## config.mk

```make
export PLATFORM = sky130hd
export DESIGN_NAME = if_id_fetch_stage_flat
export DESIGN_NICKNAME = d
export VERILOG_FILES = /design/src/rtl/if_id_fetch_stage_pkg.sv /design/src/rtl/if_id_fetch_stage_if.sv /design/src/rtl/if_id_fetch_stage_skid_buffer.sv /design/src/rtl/if_id_fetch_stage.sv /design/src/flat_wrapper.sv
export SDC_FILE = /design/constraint.sdc
export NUM_CORES = 1
export LEC_CHECK = 0
export BUFFER_PORTS_ARGS = -buffer_cell sky130_fd_sc_hd__buf_2
export CORE_UTILIZATION = 35
export DETAILED_ROUTE_END_ITERATION = 7
export SETUP_SLACK_MARGIN = 0.05
export SLEW_MARGIN = 0
export SYNTH_ARGS = -nofsm -noshare
export SYNTH_HDL_FRONTEND = slang
export SYNTH_SLANG_ARGS = --single-unit
```

## constraint.sdc

```tcl
create_clock -name clk -period 2.8 [get_ports clk]
set_input_delay 0.56 -clock clk [delete_from_list [all_inputs] [get_ports clk]]
set_output_delay 0.56 -clock clk [all_outputs]
set_load 0.005 [all_outputs]
```

## src/rtl/if_id_fetch_stage_pkg.sv

```systemverilog
// rtl/if_id_fetch_stage_pkg.sv - shared widths, reset constants and fetch FSM encoding
package if_id_fetch_stage_pkg;

    localparam int ADDR_BITS  = 32;
    localparam int INSTR_BITS = 32;

    localparam logic [ADDR_BITS-1:0]  RESET_PC  = '0;
    localparam logic [INSTR_BITS-1:0] NOP_INSTR = '0;

    typedef enum logic [1:0] {
        ST_BOOT    = 2'd0,
        ST_FETCH   = 2'd1,
        ST_DISCARD = 2'd2
    } fetch_state_e;

    function automatic logic [31:0] sat_inc32(input logic [31:0] v);
        return (v == 32'hFFFF_FFFF) ? v : v + 32'd1;
    endfunction

endpackage

```

## src/rtl/if_id_fetch_stage_if.sv

```systemverilog
// rtl/if_id_fetch_stage_if.sv - instruction memory request/response bus
interface if_id_fetch_stage_if #(
    parameter int ADDR_BITS  = if_id_fetch_stage_pkg::ADDR_BITS,
    parameter int INSTR_BITS = if_id_fetch_stage_pkg::INSTR_BITS
) ();

    logic                  imem_req;
    logic [ADDR_BITS-1:0]  imem_addr;
    logic                  imem_ready;
    logic [INSTR_BITS-1:0] imem_rdata;

    modport master (output imem_req, output imem_addr, input imem_ready, input imem_rdata);
    modport slave  (input imem_req, input imem_addr, output imem_ready, output imem_rdata);

endinterface

```

## src/rtl/if_id_fetch_stage_skid_buffer.sv

```systemverilog
// rtl/if_id_fetch_stage_skid_buffer.sv - one-entry holding register for a response taken under hold
module if_skid_buffer #(
    parameter int ADDR_BITS  = if_id_fetch_stage_pkg::ADDR_BITS,
    parameter int INSTR_BITS = if_id_fetch_stage_pkg::INSTR_BITS
) (
    input  logic                  clk,
    input  logic                  rst,
    input  logic                  load,
    input  logic                  drop,
    input  logic [INSTR_BITS-1:0] load_instr,
    input  logic [ADDR_BITS-1:0]  load_pc,
    output logic                  valid,
    output logic [INSTR_BITS-1:0] instr,
    output logic [ADDR_BITS-1:0]  pc
);

    logic                  valid_q, valid_d;
    logic [INSTR_BITS-1:0] instr_q, instr_d;
    logic [ADDR_BITS-1:0]  pc_q, pc_d;

    // drop wins so a redirect or delivery in the same cycle never leaves a stale entry
    always_comb begin
        valid_d = valid_q;
        instr_d = instr_q;
        pc_d    = pc_q;
        if (drop) begin
            valid_d = 1'b0;
        end else if (load) begin
            valid_d = 1'b1;
            instr_d = load_instr;
            pc_d    = load_pc;
        end
    end

    always_ff @(posedge clk) begin
        if (rst) begin
            valid_q <= 1'b0;
            instr_q <= '0;
            pc_q    <= '0;
        end else begin
            valid_q <= valid_d;
            instr_q <= instr_d;
            pc_q    <= pc_d;
        end
    end

    assign valid = valid_q;
    assign instr = instr_q;
    assign pc    = pc_q;

endmodule

```

## src/rtl/if_id_fetch_stage.sv

```systemverilog
// rtl/if_id_fetch_stage.sv - MIPS fetch stage: PC, fetch FSM, skid entry and IF/ID register
// Optional saturating performance counters when FETCH_PERF_CNT_EN is defined.
module if_id_fetch_stage #(
    parameter int                    ADDR_BITS  = if_id_fetch_stage_pkg::ADDR_BITS,
    parameter int                    INSTR_BITS = if_id_fetch_stage_pkg::INSTR_BITS,
    parameter logic [ADDR_BITS-1:0]  RESET_PC   = if_id_fetch_stage_pkg::RESET_PC,
    parameter logic [INSTR_BITS-1:0] NOP_INSTR  = if_id_fetch_stage_pkg::NOP_INSTR
) (
    input  logic                  clk,
    input  logic                  rst,
    input  logic                  hold,
    input  logic                  branch_taken,
    input  logic [ADDR_BITS-1:0]  branch_target,
    if_id_fetch_stage_if.master   imem,
    output logic [ADDR_BITS-1:0]  pc,
    output logic [INSTR_BITS-1:0] if_id_instr,
    output logic [ADDR_BITS-1:0]  if_id_pc4,
    output logic                  if_id_valid,
    output logic                  fetch_stall
`ifdef FETCH_PERF_CNT_EN
    ,
    output logic [31:0]           perf_stall_cnt,
    output logic [31:0]           perf_hold_cnt,
    output logic [31:0]           perf_flush_cnt
`endif
);

    import if_id_fetch_stage_pkg::*;

    localparam logic [ADDR_BITS-1:0] PC_STEP = ADDR_BITS'(4);

    fetch_state_e          state_q, state_d;
    logic [ADDR_BITS-1:0]  pc_q, pc_d;
    logic [INSTR_BITS-1:0] instr_q, instr_d;
    logic [ADDR_BITS-1:0]  pc4_q, pc4_d;
    logic                  valid_q, valid_d;
    logic                  stall_q, stall_d;
    logic                  req_q, req_d;

    logic                  redirect, stall_evt;
    logic                  skid_load, skid_drop, skid_valid;
    logic [INSTR_BITS-1:0] skid_instr;
    logic [ADDR_BITS-1:0]  skid_pc;

    assign redirect = branch_taken & ~hold;

    if_skid_buffer #(.ADDR_BITS(ADDR_BITS), .INSTR_BITS(INSTR_BITS)) u_skid (
        .clk        (clk),
        .rst        (rst),
        .load       (skid_load),
        .drop       (skid_drop),
        .load_instr (imem.imem_rdata),
        .load_pc    (pc_q),
        .valid      (skid_valid),
        .instr      (skid_instr),
        .pc         (skid_pc)
    );

    always_comb begin
        state_d   = state_q;
        pc_d      = pc_q;
        instr_d   = instr_q;
        pc4_d     = pc4_q;
        valid_d   = valid_q;
        stall_d   = stall_q;
        skid_load = 1'b0;
        skid_drop = 1'b0;
        stall_evt = 1'b0;
        if (redirect) begin
            pc_d      = branch_target;
            instr_d   = NOP_INSTR;
            pc4_d     = '0;
            valid_d   = 1'b0;
            stall_d   = 1'b0;
            skid_drop = 1'b1;
            state_d   = (req_q && !imem.imem_ready) ? ST_DISCARD : ST_FETCH;
        end else if (state_q == ST_DISCARD) begin
            // the stale response is consumed even under hold so it cannot be mistaken for the target
            if (imem.imem_ready) state_d = ST_FETCH;
        end else if (hold) begin
            skid_load = (state_q == ST_FETCH) && imem.imem_ready && !skid_valid;
        end else if (state_q == ST_BOOT) begin
            state_d = ST_FETCH;
        end else if (skid_valid) begin
            instr_d   = skid_instr;
            pc4_d     = skid_pc + PC_STEP;
            valid_d   = 1'b1;
            stall_d   = 1'b0;
            pc_d      = skid_pc + PC_STEP;
            skid_drop = 1'b1;
        end else if (imem.imem_ready) begin
            instr_d = imem.imem_rdata;
            pc4_d   = pc_q + PC_STEP;
            valid_d = 1'b1;
            stall_d = 1'b0;
            pc_d    = pc_q + PC_STEP;
        end else begin
            instr_d   = NOP_INSTR;
            pc4_d     = '0;
            valid_d   = 1'b0;
            stall_d   = 1'b1;
            stall_evt = 1'b1;
        end
        req_d = (state_d != ST_BOOT);
    end

    always_ff @(posedge clk) begin
        if (rst) begin
            state_q <= ST_BOOT;
            pc_q    <= RESET_PC;
            instr_q <= NOP_INSTR;
            pc4_q   <= '0;
            valid_q <= 1'b0;
            stall_q <= 1'b0;
            req_q   <= 1'b0;
        end else begin
            state_q <= state_d;
            pc_q    <= pc_d;
            instr_q <= instr_d;
            pc4_q   <= pc4_d;
            valid_q <= valid_d;
            stall_q <= stall_d;
            req_q   <= req_d;
        end
    end

    assign imem.imem_req  = req_q;
    assign imem.imem_addr = pc_q;
    assign pc             = pc_q;
    assign if_id_instr    = instr_q;
    assign if_id_pc4      = pc4_q;
    assign if_id_valid    = valid_q;
    assign fetch_stall    = stall_q;

`ifdef FETCH_PERF_CNT_EN
    logic [31:0] stall_cnt_q, stall_cnt_d;
    logic [31:0] hold_cnt_q, hold_cnt_d;
    logic [31:0] flush_cnt_q, flush_cnt_d;

    always_comb begin
        stall_cnt_d = stall_evt ? sat_inc32(stall_cnt_q) : stall_cnt_q;
        hold_cnt_d  = hold      ? sat_inc32(hold_cnt_q)  : hold_cnt_q;
        flush_cnt_d = redirect  ? sat_inc32(flush_cnt_q) : flush_cnt_q;
    end

    always_ff @(posedge clk) begin
        if (rst) begin
            stall_cnt_q <= '0;
            hold_cnt_q  <= '0;
            flush_cnt_q <= '0;
        end else begin
            stall_cnt_q <= stall_cnt_d;
            hold_cnt_q  <= hold_cnt_d;
            flush_cnt_q <= flush_cnt_d;
        end
    end

    assign perf_stall_cnt = stall_cnt_q;
    assign perf_hold_cnt  = hold_cnt_q;
    assign perf_flush_cnt = flush_cnt_q;
`endif

endmodule
```

## src/flat_wrapper.sv

```systemverilog
// flat-port wrapper written by rule: the top's interface ports become plain ports
module if_id_fetch_stage_flat import if_id_fetch_stage_pkg::*;
#(
    parameter int                    ADDR_BITS  = if_id_fetch_stage_pkg::ADDR_BITS,
    parameter int                    INSTR_BITS = if_id_fetch_stage_pkg::INSTR_BITS,
    parameter logic [ADDR_BITS-1:0]  RESET_PC   = if_id_fetch_stage_pkg::RESET_PC,
    parameter logic [INSTR_BITS-1:0] NOP_INSTR  = if_id_fetch_stage_pkg::NOP_INSTR
)
  (clk, rst, hold, branch_taken, branch_target, pc, if_id_instr, if_id_pc4, if_id_valid, fetch_stall, imem_imem_req, imem_imem_addr, imem_imem_ready, imem_imem_rdata);
  if_id_fetch_stage_if #(.ADDR_BITS(ADDR_BITS), .INSTR_BITS(INSTR_BITS)) imem_i ();
  input  logic clk;
  input  logic rst;
  input  logic hold;
  input  logic branch_taken;
  input  logic [ADDR_BITS-1:0] branch_target;
  output logic [ADDR_BITS-1:0] pc;
  output logic [INSTR_BITS-1:0] if_id_instr;
  output logic [ADDR_BITS-1:0] if_id_pc4;
  output logic if_id_valid;
  output logic fetch_stall;
  output wire logic [$bits(imem_i.imem_req)-1:0] imem_imem_req;
  output wire logic [$bits(imem_i.imem_addr)-1:0] imem_imem_addr;
  input wire logic [$bits(imem_i.imem_ready)-1:0] imem_imem_ready;
  input wire logic [$bits(imem_i.imem_rdata)-1:0] imem_imem_rdata;
  assign imem_imem_req = imem_i.imem_req;
  assign imem_imem_addr = imem_i.imem_addr;
  assign imem_i.imem_ready = imem_imem_ready;
  assign imem_i.imem_rdata = imem_imem_rdata;
  if_id_fetch_stage #(.ADDR_BITS(ADDR_BITS), .INSTR_BITS(INSTR_BITS), .RESET_PC(RESET_PC), .NOP_INSTR(NOP_INSTR)) u_core (.clk(clk), .rst(rst), .hold(hold), .branch_taken(branch_taken), .branch_target(branch_target), .imem(imem_i), .pc(pc), .if_id_instr(if_id_instr), .if_id_pc4(if_id_pc4), .if_id_valid(if_id_valid), .fetch_stall(fetch_stall));
endmodule
```

**Word-level counts from Yosys, hierarchy flattened**

Index checks and enable logic that the tools add are counted.

- Add/sub/neg operators: 2
- Eq/ne operators: 5
- Mux-type cells: 28
- Bitwise gates (word level): 5
- Reduce and logical (&&, ||, !) cells: 13

Operators with widths:

| kind | count |
|---|---|
| 32-bit two-way mux | 10 |
| 32-bit by 3-bit adder with 32-bit output (second input constant) | 2 |
| 1-bit two-way mux | 12 |
| 2-bit two-way mux | 6 |
| 2-bit by 1-bit != test with 1-bit output (second input constant) | 3 |
| 1-bit NOT | 4 |
| 4-bit AND reduction | 1 |
| 2-bit OR reduction | 2 |
| 1-bit logical AND | 3 |
| 3-bit AND reduction | 1 |
| 3-bit nonzero test | 1 |
| 2-bit by 1-bit equality test with 1-bit output (second input constant) | 1 |
| 2-bit equality test (second input constant) | 1 |
| 1-bit zero test | 2 |
| 2-bit zero test | 1 |
| 2-bit AND reduction | 1 |
| 2-bit nonzero test | 1 |
| 1-bit bitwise AND | 1 |

- Bits in registers: 166
- Input bits: 69
- Output and inout port bits: 131
- Logic and storage cells: 63

**Depth between registers and ports, before layout**

Gate-level depths: netlist of run 1.

- Word-level depth: 7
- Depth in mapped cells: 8

**Cells and area by module**

A second synthesis of run 1 with hierarchy kept.

- Cell total of the unflattened synthesis: 987
- Area, all modules: 8,728.4 um^2

By module, submodules not included:

| module | times used | cells an instance | area an instance (um^2) | seq. area each (um^2) |
|---|---|---|---|---|
| if_id_fetch_stage | 1 | 692 | 5,534.1 | 2,021.9 |
| if_skid_buffer | 1 | 295 | 3,194.3 | 1,301.2 |

**Worst setup path after synthesis of run 1**

Ideal clock, no wire load.

- Kind: flip-flop to flip-flop
- Start point: register u_core.pc_q[2], in the netlist u_core.imem.imem_addr[2]
- End point: register u_core.pc_q[22], in the netlist u_core.imem.imem_addr[22]
- Setup time: 0.122 ns
- Arrival: 1.785 ns
- Slack: 0.893 ns
- Stages on the path, launching flop included: 8
- Path buffers: 0
- Period minus slack after synthesis: 1.907 ns
- Path through: dfxtp_1 -> ha_1 -> nand4_1 -> nor4_2 -> nand4_1 -> xor2_1 -> o22ai_1 -> a221o_1

- Cells in the longest elaborated chain, start to end: 7

RTL lines:

| what | line | source |
|---|---|---|
| start: declaration | if_id_fetch_stage.sv:33 | `logic [ADDR_BITS-1:0] pc_q, pc_d;` |
| start signal: assignment | if_id_fetch_stage.sv:118 | `pc_q <= pc_d;` |
| 32-bit by 3-bit adder with 32-bit output | if_id_fetch_stage.sv:96 | `pc_d = pc_q + PC_STEP;` |
| 32-bit two-way mux | if_id_fetch_stage.sv:91 | `end else if (imem.imem_ready) begin` |
| 32-bit two-way mux | if_id_fetch_stage.sv:84 | `end else if (skid_valid) begin` |
| 32-bit two-way mux | if_id_fetch_stage.sv:82 | `end else if (state_q == ST_BOOT) begin` |
| 32-bit two-way mux | if_id_fetch_stage.sv:80 | `end else if (hold) begin` |
| 32-bit two-way mux | if_id_fetch_stage.sv:77 | `end else if (state_q == ST_DISCARD) begin` |
| 32-bit two-way mux | if_id_fetch_stage.sv:69 | `if (redirect) begin` |

Every way passes these cells. The select of a mux whose other input is x is not followed.
A chain may end at the register's enable or synchronous reset.

**Worst setup path in the final report of run 1**

- Start point: register u_core.pc_q[3], in the netlist u_core.imem.imem_addr[3]
- End point: register u_core.pc_q[28], in the netlist u_core.imem.imem_addr[28]

Same word-level chain as after synthesis.

==> metrics.txt, run 1 <==
clk_skew=between 0.007 and 0.008 ns; largest net degree at the start of global routing=62; endpoints failing hold=0; TritonCTS clock tree=yes; footprint of the multi-input gates=between 0.003 and 0.004 mm²; fillers=approximately 2300; drt total wl=23.10 mm; worst-path fanout max=7; Ports=200; Unique masters post-synth=50; RSZ-0062 raised after global routing=false; DPL Wire Length=between 15 and 20 mm; Cell Area, Synth=around 0.0078 mm²; die height=roughly 150 µm; Hold WC Path Type=input pin to flip-flop; vias in the first global route=approximately 6400; synth cell count leaders=nand2_1 (199), dfxtp_1 (166), nor2_1 (98); GPL Wtd Cong=~0.85; CTS sink cnt=~170; initial antenna violation count=0; Clk Latency, worst-skew pair=approximately 0.43 ns; share of cells above drive strength 1=0.2493; total CTS buffers=17; core area=~0.022 mm²; Mapped Nets=a little over 1000; CP Capture Type=flip-flop; Resized Gates After CTS=0; fin. max-slew vios=0; drt wl/cell=16.61 µm; Post-synth EDFFs=0; Async S/R FF share, synth=0; ANT cells=0; Worst Setup Path Type=flip-flop to flip-flop; I/O Buffers=slightly below 200; via-per-instance ratio=between 5 and 6; Worst EP arrival=2.66 ns; Power Dens Cells=approximately 570 mW/mm²; initial core utilization=0.3564; Cell Rows=54; Startpoint Class=flip-flop; maximum vdd ir drop=between 0.3 and 0.4 mV; Area Growth Syn to Fin=20.95%; hold_buf cts=0; Die Area=0.02275 mm²; post-synth top area cell=dfxtp_1; Syn. warnings=0; Power Total=0.005305 W; Via Count=a little over 7000; sequential share of the synthesized area=0.4286; Final TNS setup=0 ns; top cells by area, synth=dfxtp_1 (43%), nand2_1 (9.6%), nor2_1 (4.7%), a21oi_1 (4.3%), xor2_1 (3.8%); first-pass GRT wire length=between 30 and 40 mm; min Tclk post-route=2.343 ns; Rel. slew slack=0.5163; count leader, synth=nand2_1; 1st-pass router iterations=6; Pleak=~4.1 nW; final setup vio count=0; DRT iter0 DRCs=526; clk root buf=clkbuf_16; syn avg cell area=approximately 8 µm²; Max-Cap Viols=0; area share of the largest cell type after synthesis=0.4286; H-tree Lvls=4; Antenna Nets Post-Route=0; GRT overflow=0; FF+latch count, synth=about 170; Max Buffers Root-to-Sink=2; floorplan die width=150.8 µm; clock transition at the registers of the reported paths=about 0.070 ns; status=complete, no violations; postcts setup bufs=0; Slew @ Worst Pin=0.7256 ns; Register Area=0.003327 mm²; nets@finish=approximately 1200; top_reg_cell synth=dfxtp_1; Fmax=approximately 430 MHz; Synth Instances=approximately 960; fin crit share=0.8367; WP data required=3.12 ns; Tot GR Track Use=0.2010; # DRC=0
==> path summary, 6_finish.rpt <==
path / startpoint / endpoint / slack (ns) / depth (start not counted)
worst min-delay path: branch_target[12] / u_core.imem.imem_addr[12]$_SDFFE_PP0P_ / 0.35 / 2
worst max register to register: u_core.imem.imem_addr[3]$_SDFFE_PP0P_ / u_core.imem.imem_addr[28]$_SDFFE_PP0P_ / 0.46 / 7
worst max-delay path: u_core.imem.imem_addr[3]$_SDFFE_PP0P_ / u_core.imem.imem_addr[28]$_SDFFE_PP0P_ / 0.46 / 7
worst min register to register: u_core.if_id_pc4[20]$_SDFFE_PP0P_ / u_core.if_id_pc4[20]$_SDFFE_PP0P_ / 0.44 / 2
==> layout by cell type, fill, tap and decap left out, types with 4 or more instances in the layout <==
| master | Yosys | layout |
|---|---|---|
| o22ai_1 | 14 | 14 |
| o21ai_0 | 4 | 4 |
| clkinv_2 | 0 | 4 |
| nand3_1 | 24 | 24 |
| nand2b_1 | 5 | 5 |
| nand4_1 | 22 | 22 |
| a221o_1 | 23 | 23 |
| buf_2 | 9 | 199 |
| clkbuf_16 | 0 | 17 |
| nor2_1 | 98 | 94 |
| xor2_1 | 34 | 34 |
| xnor2_1 | 19 | 19 |
| a21oi_1 | 66 | 66 |
| mux2i_1 | 8 | 8 |
| a21o_1 | 27 | 27 |
| and4_1 | 4 | 4 |
| inv_1 | 6 | 6 |
| nor3_1 | 37 | 37 |
| buf_4 | 32 | 22 |
| and3_1 | 10 | 10 |
| nor4_1 | 4 | 4 |
| a22o_1 | 8 | 8 |
| nand2_1 | 199 | 198 |
| clkinv_4 | 0 | 4 |
| a211oi_1 | 39 | 39 |
| dfxtp_1 | 166 | 165 |
==> flip-flops by register name, indices dropped and copies added, names as in the netlist <==
| name | flops |
|---|---|
| u_core.if_id_instr | 32 |
| u_core.if_id_pc4 | 32 |
| u_core.imem.imem_addr | 32 |
| u_core.u_skid.instr | 32 |
| u_core.u_skid.pc | 32 |
| u_core.state_q | 2 |
| u_core.fetch_stall | 1 |
| u_core.if_id_valid | 1 |
| u_core.imem.imem_req | 1 |
| u_core.u_skid.valid | 1 |
==> cells by family (layout without fill, tap and decap cells) <==
| logic type | after synthesis | after routing | share of synthesized area |
|---|---|---|---|
| multiplexers | 8 | 8 | 0.01033 |
| buffers and inverters | 108 | 261 | 0.06939 |
| AND/OR/NAND/NOR | 427 | 427 | 0.2540 |
| XOR/XNOR | 53 | 53 | 0.05987 |
| adder cells (fa/ha/maj) | 2 | 2 | 0.003227 |
| flip-flops | 166 | 166 | 0.4286 |
| AO/OA/AOI/OAI | 194 | 194 | 0.1746 |
==> area by class of cell <==
| type | instances | area share |
|---|---|---|
| clock inverter | 14 | 0.01348 |
| sequential | 166 | 0.3548 |
| clock buffer | 18 | 0.04683 |
| tap | 280 | 0.03736 |
| multi-input combinational | 684 | 0.4171 |
| inverter | 6 | 0.002402 |
| timing repair buffer | 223 | 0.1281 |
==> per-layer routing <==
layer | GRT usage | vias to the layer above | wire (µm)
met3 | 0.04006 | 23 | 1177
met4 | 0.06050 | 0 | 316
met1 | 0.2738 | 3416 | 10880
met5 | 0 | - | 0
met2 | 0.3190 | 215 | 10730
li1 | - | 3574 | -
==> where the power goes <==
group / switching [W] / internal, W
combinational: 0.000292 / 0.000207
clock: 0.00103 / 0.00125
sequential: 0.0000831 / 0.00244
==> through the flow <==
stage	setup WS, ns	hold WS (ns)	cells	util	instance area (µm²)
finish	0.4572	0.3469	1391	0.4310	9378
global route	0.2502	0.3336	1391	0.4310	9378
CTS	0.4401	0.3276	1391	0.4310	9378
detailed placement	0.3469	0.4360	1359	0.4050	8812
global placement	0.3833	0.4252	1359	0.4050	8812
floorplan	0.8928	0.4345	958	-	7754
==> critical path, stage by stage, from the launching register on <==
cell	delay, ns
dfxtp_1	0.45
ha_1	0.27
nand4_1	0.29
nor4_2	0.48
nand4_1	0.17
xor2_1	0.15
o22ai_1	0.11
a221o_1	0.30
Note: power is estimated with default switching activity, not from simulation.
==> run 2: changes to the inputs <==
Settings changed: ABC_AREA from default to 1.
Clock period 2.8 ns to 1.9 ns, I/O delays scaled along.
==> metrics.txt, run 2 <==
Final TNS setup=0 ns; P_int=roughly 0.0058 W; DPL Wire Length=slightly below 20 mm; hold_buf cts=0; Cell Area, Synth=0.008149 mm²; design area=0.01028 mm²; Unique masters post-synth=29; Max Buffers Root-to-Sink=2; CP Depth=10; area share of the largest cell type after synthesis=0.4078; CP max stage delay=~0.40 ns; Switching Share=0.2976; Startpoint Class=flip-flop; WP data required=between 2 and 2.5 ns; most common cell after layout, fill and taps aside=nand2_1; GPL Wtd Cong=a little over 0.9; fin crit share=0.9306; maximum vdd ir drop=a little over 0.5 mV; Sequential Power Share=0.454; Fmax=roughly 570 MHz; CP most frequent cell=nand2_1; post-synth top area cell=dfxtp_1; status=complete, no violations; Syn. warnings=0; Post-synth EDFFs=0; worst setup path start=u_core.imem.imem_addr[3]$_SDFFE_PP0P_; die height=roughly 150 µm; Rel. slew slack=0.7284; clock share of power=0.443; Critical R2R Launch=u_core.imem.imem_addr[3]$_SDFFE_PP0P_; top_reg_cell synth=dfxtp_1; final setup vio count=0; TritonCTS clock tree=yes; nets@finish=1506; core area=roughly 0.023 mm²; 1st-pass router iterations=5; most frequent cells in the layout=nand2_1 (394), buf_2 (199), dfxtp_1 (165), nor2_1 (152), nand3_1 (114); last element of the critical path=u_core.if_id_pc4[12]$_SDFFE_PP0P_; Util after Layout=0.4527; clk_skew=roughly 0.0088 ns; R2R cell count=10; count leader, synth=nand2_1; Async S/R FF share, synth=0; initial antenna violation count=2; Synth Instances=approximately 1200; clk root buf=clkbuf_16; worst-path fanout max=4; fillers=about 2400; Slew @ Worst Pin=between 0.4 and 0.5 ns; CTS sink cnt=between 150 and 200; vias in the first global route=between 7000 and 8000; Max-Cap Viols=0; # DRC=0; Critical R2R Capture=u_core.if_id_pc4[12]$_SDFFE_PP0P_; Combinational Power Share=0.103; P_sw=about 0.0024 W; total placed instance area=0.009595 mm²; critical path's top delay family=simple AND/OR/NAND/NOR gates; min Tclk post-route=between 1.5 and 2 ns; CP bufs+invs=1; Worst Setup Path Type=flip-flop to flip-flop; Tot GR Track Use=0.2286; sequential share of the synthesized area=0.4078; Via Count=~8600; first-pass GRT wire length=about 43 mm; Die Area=about 0.024 mm²; fin. max-slew vios=0; largest net degree at the start of global routing=44; Cell Rows=55; Mapped Nets=approximately 1300; Clk Latency, worst-skew pair=between 0.4 and 0.5 ns; Worst R2R Setup Slack=roughly 0.13 ns; Power Dens Cells=799.4 mW/mm²; Ports=200; endpoints failing hold=0; I/O Buffers=a little under 200; Worst EP arrival=2.10 ns; Antenna Nets Post-Route=0; Pleak=4.685 nW; Area Growth Syn to Fin=26.16%; synth cell count leaders=nand2_1 (397), dfxtp_1 (166), nor2_1 (157); total CTS buffers=17; FF+latch count, synth=166; CP Capture Type=flip-flop; floorplan die width=154.6 µm; cell count after placement=around 1700; Hold WC Path Type=input pin to flip-flop; DRT iter0 DRCs=543; clock transition at the registers of the reported paths=around 0.08 ns; Critical Path, Cell by Cell=ha_1 -> nand2_1 -> nor2_1 -> nand2_2 -> nor2_2 -> buf_4 -> xor2_1 -> nand2_1 -> nand3_1 -> nand2_1; Power Total=0.008219 W; slowest CP cell=dfxtp_1; drt wl/cell=15.78 µm; via-per-instance ratio=4.979; GRT overflow=0; RSZ-0062 raised after global routing=true; share of cells above drive strength 1=0.2314; H-tree Lvls=4; drt total wl=~27 mm; initial core utilization=0.3588; syn avg cell area=around 6.6 µm²; top cells by area, synth=dfxtp_1 (41%), nand2_1 (18%), nor2_1 (7.2%), nand3_1 (7.1%), o21ai_0 (5.9%); non-filler cells, final=roughly 1700
[run 2: cell count changes in the layout (fill, tap and decap cells not counted), moves of 27 or more]
cell / previous run / this run
inv_1: 6 / 81
nor3_1: 37 / 1
o21ai_0: 4 / 96
nand3_1: 24 / 114
nand2_1: 198 / 394
a31oi_1: 1 / 33
a211oi_1: 39 / 1
a21o_1: 27 / 0
a21oi_1: 66 / 37
buf_4: 22 / 65
nor2_1: 94 / 152
[run 2: how the worst min path moves through the flow]
| stage | start | slack [ns] | endpoint | cells past startpoint |
|---|---|---|---|---|
| after floorplan | u_core.u_skid.pc[31]$_SDFFE_PP0P_ | 0.44 | u_core.u_skid.pc[31]$_SDFFE_PP0P_ | 2 |
| after global placement | u_core.if_id_pc4[9]$_SDFFE_PP0P_ | 0.44 | u_core.if_id_pc4[9]$_SDFFE_PP0P_ | 2 |
| after detailed placement | u_core.if_id_pc4[16]$_SDFFE_PP0P_ | 0.43 | u_core.if_id_pc4[16]$_SDFFE_PP0P_ | 2 |
| after CTS | branch_target[1] | 0.16 | u_core.imem.imem_addr[1]$_SDFFE_PP0P_ | 3 |
| after global routing | branch_target[1] | 0.16 | u_core.imem.imem_addr[1]$_SDFFE_PP0P_ | 3 |
| final | branch_target[1] | 0.17 | u_core.imem.imem_addr[1]$_SDFFE_PP0P_ | 3 |
[run 2: area by class of cell]
| cell class | count | area (µm²) | share of cell area |
|---|---|---|---|
| timing repair buffer | 270 | 1604 | 0.1560 |
| sequential | 166 | 3324 | 0.3234 |
| multi-input combinational | 892 | 4031 | 0.3921 |
| tap | 285 | 356.6 | 0.03468 |
| antenna | 1 | 2.502 | 0.0002434 |
| clock buffer | 17 | 425.4 | 0.04138 |
| clock inverter | 15 | 206.4 | 0.02008 |
| inverter | 88 | 330.3 | 0.03213 |
[run 2: tightest hold or removal path, stage by stage]
cell	delay, ns
buf_2	0.08
o211ai_1	0.08
inv_1	0.05
[run 2: kinds of logic (layout without fill, tap and decap cells)]
| logic type | Yosys count | after routing | synth area share |
|---|---|---|---|
| AND/OR/NAND/NOR | 696 | 696 | 0.3510 |
| AO/OA/AOI/OAI | 177 | 177 | 0.1175 |
| buffers and inverters | 177 | 390 | 0.1024 |
| flip-flops | 166 | 166 | 0.4078 |
| XOR/XNOR | 17 | 17 | 0.01827 |
| adder cells (fa/ha/maj) | 2 | 2 | 0.003070 |
| other | 0 | 1 | 0 |
[run 2: per-stage QoR]
step / setup slack, ns / hold WS, ns
floorplan: 0.3373 / 0.4447
global placement: 0.1881 / 0.4361
detailed placement: 0.1565 / 0.4341
CTS: 0.1475 / 0.1627
global route: 0.04028 / 0.1649
finish: 0.1318 / 0.1672
[run 2: metal layers]
layer,track usage,vias up,part of all wire
met3,0.05127,41,0.063
met4,0.06884,2,0.018
li1,-,4330,-
met5,0,-,0.00048
met2,0.3728,310,0.47
met1,0.3006,3951,0.45
[run 2: power groups by stage]
stage	sequential, W	clock, W	combinational, W
floorplan	0.00380	0	0.000472
global placement	0.00381	0	0.000853
detailed placement	0.00381	0	0.000855
CTS	0.00373	0.00369	0.000860
global route	0.00375	0.00384	0.000954
finish	0.00373	0.00364	0.000851
[run 2: repair_timing]
action,CTS,global route
resized for setup,0,9
buffers inserted,0,3
setup endpoints to repair,0,22
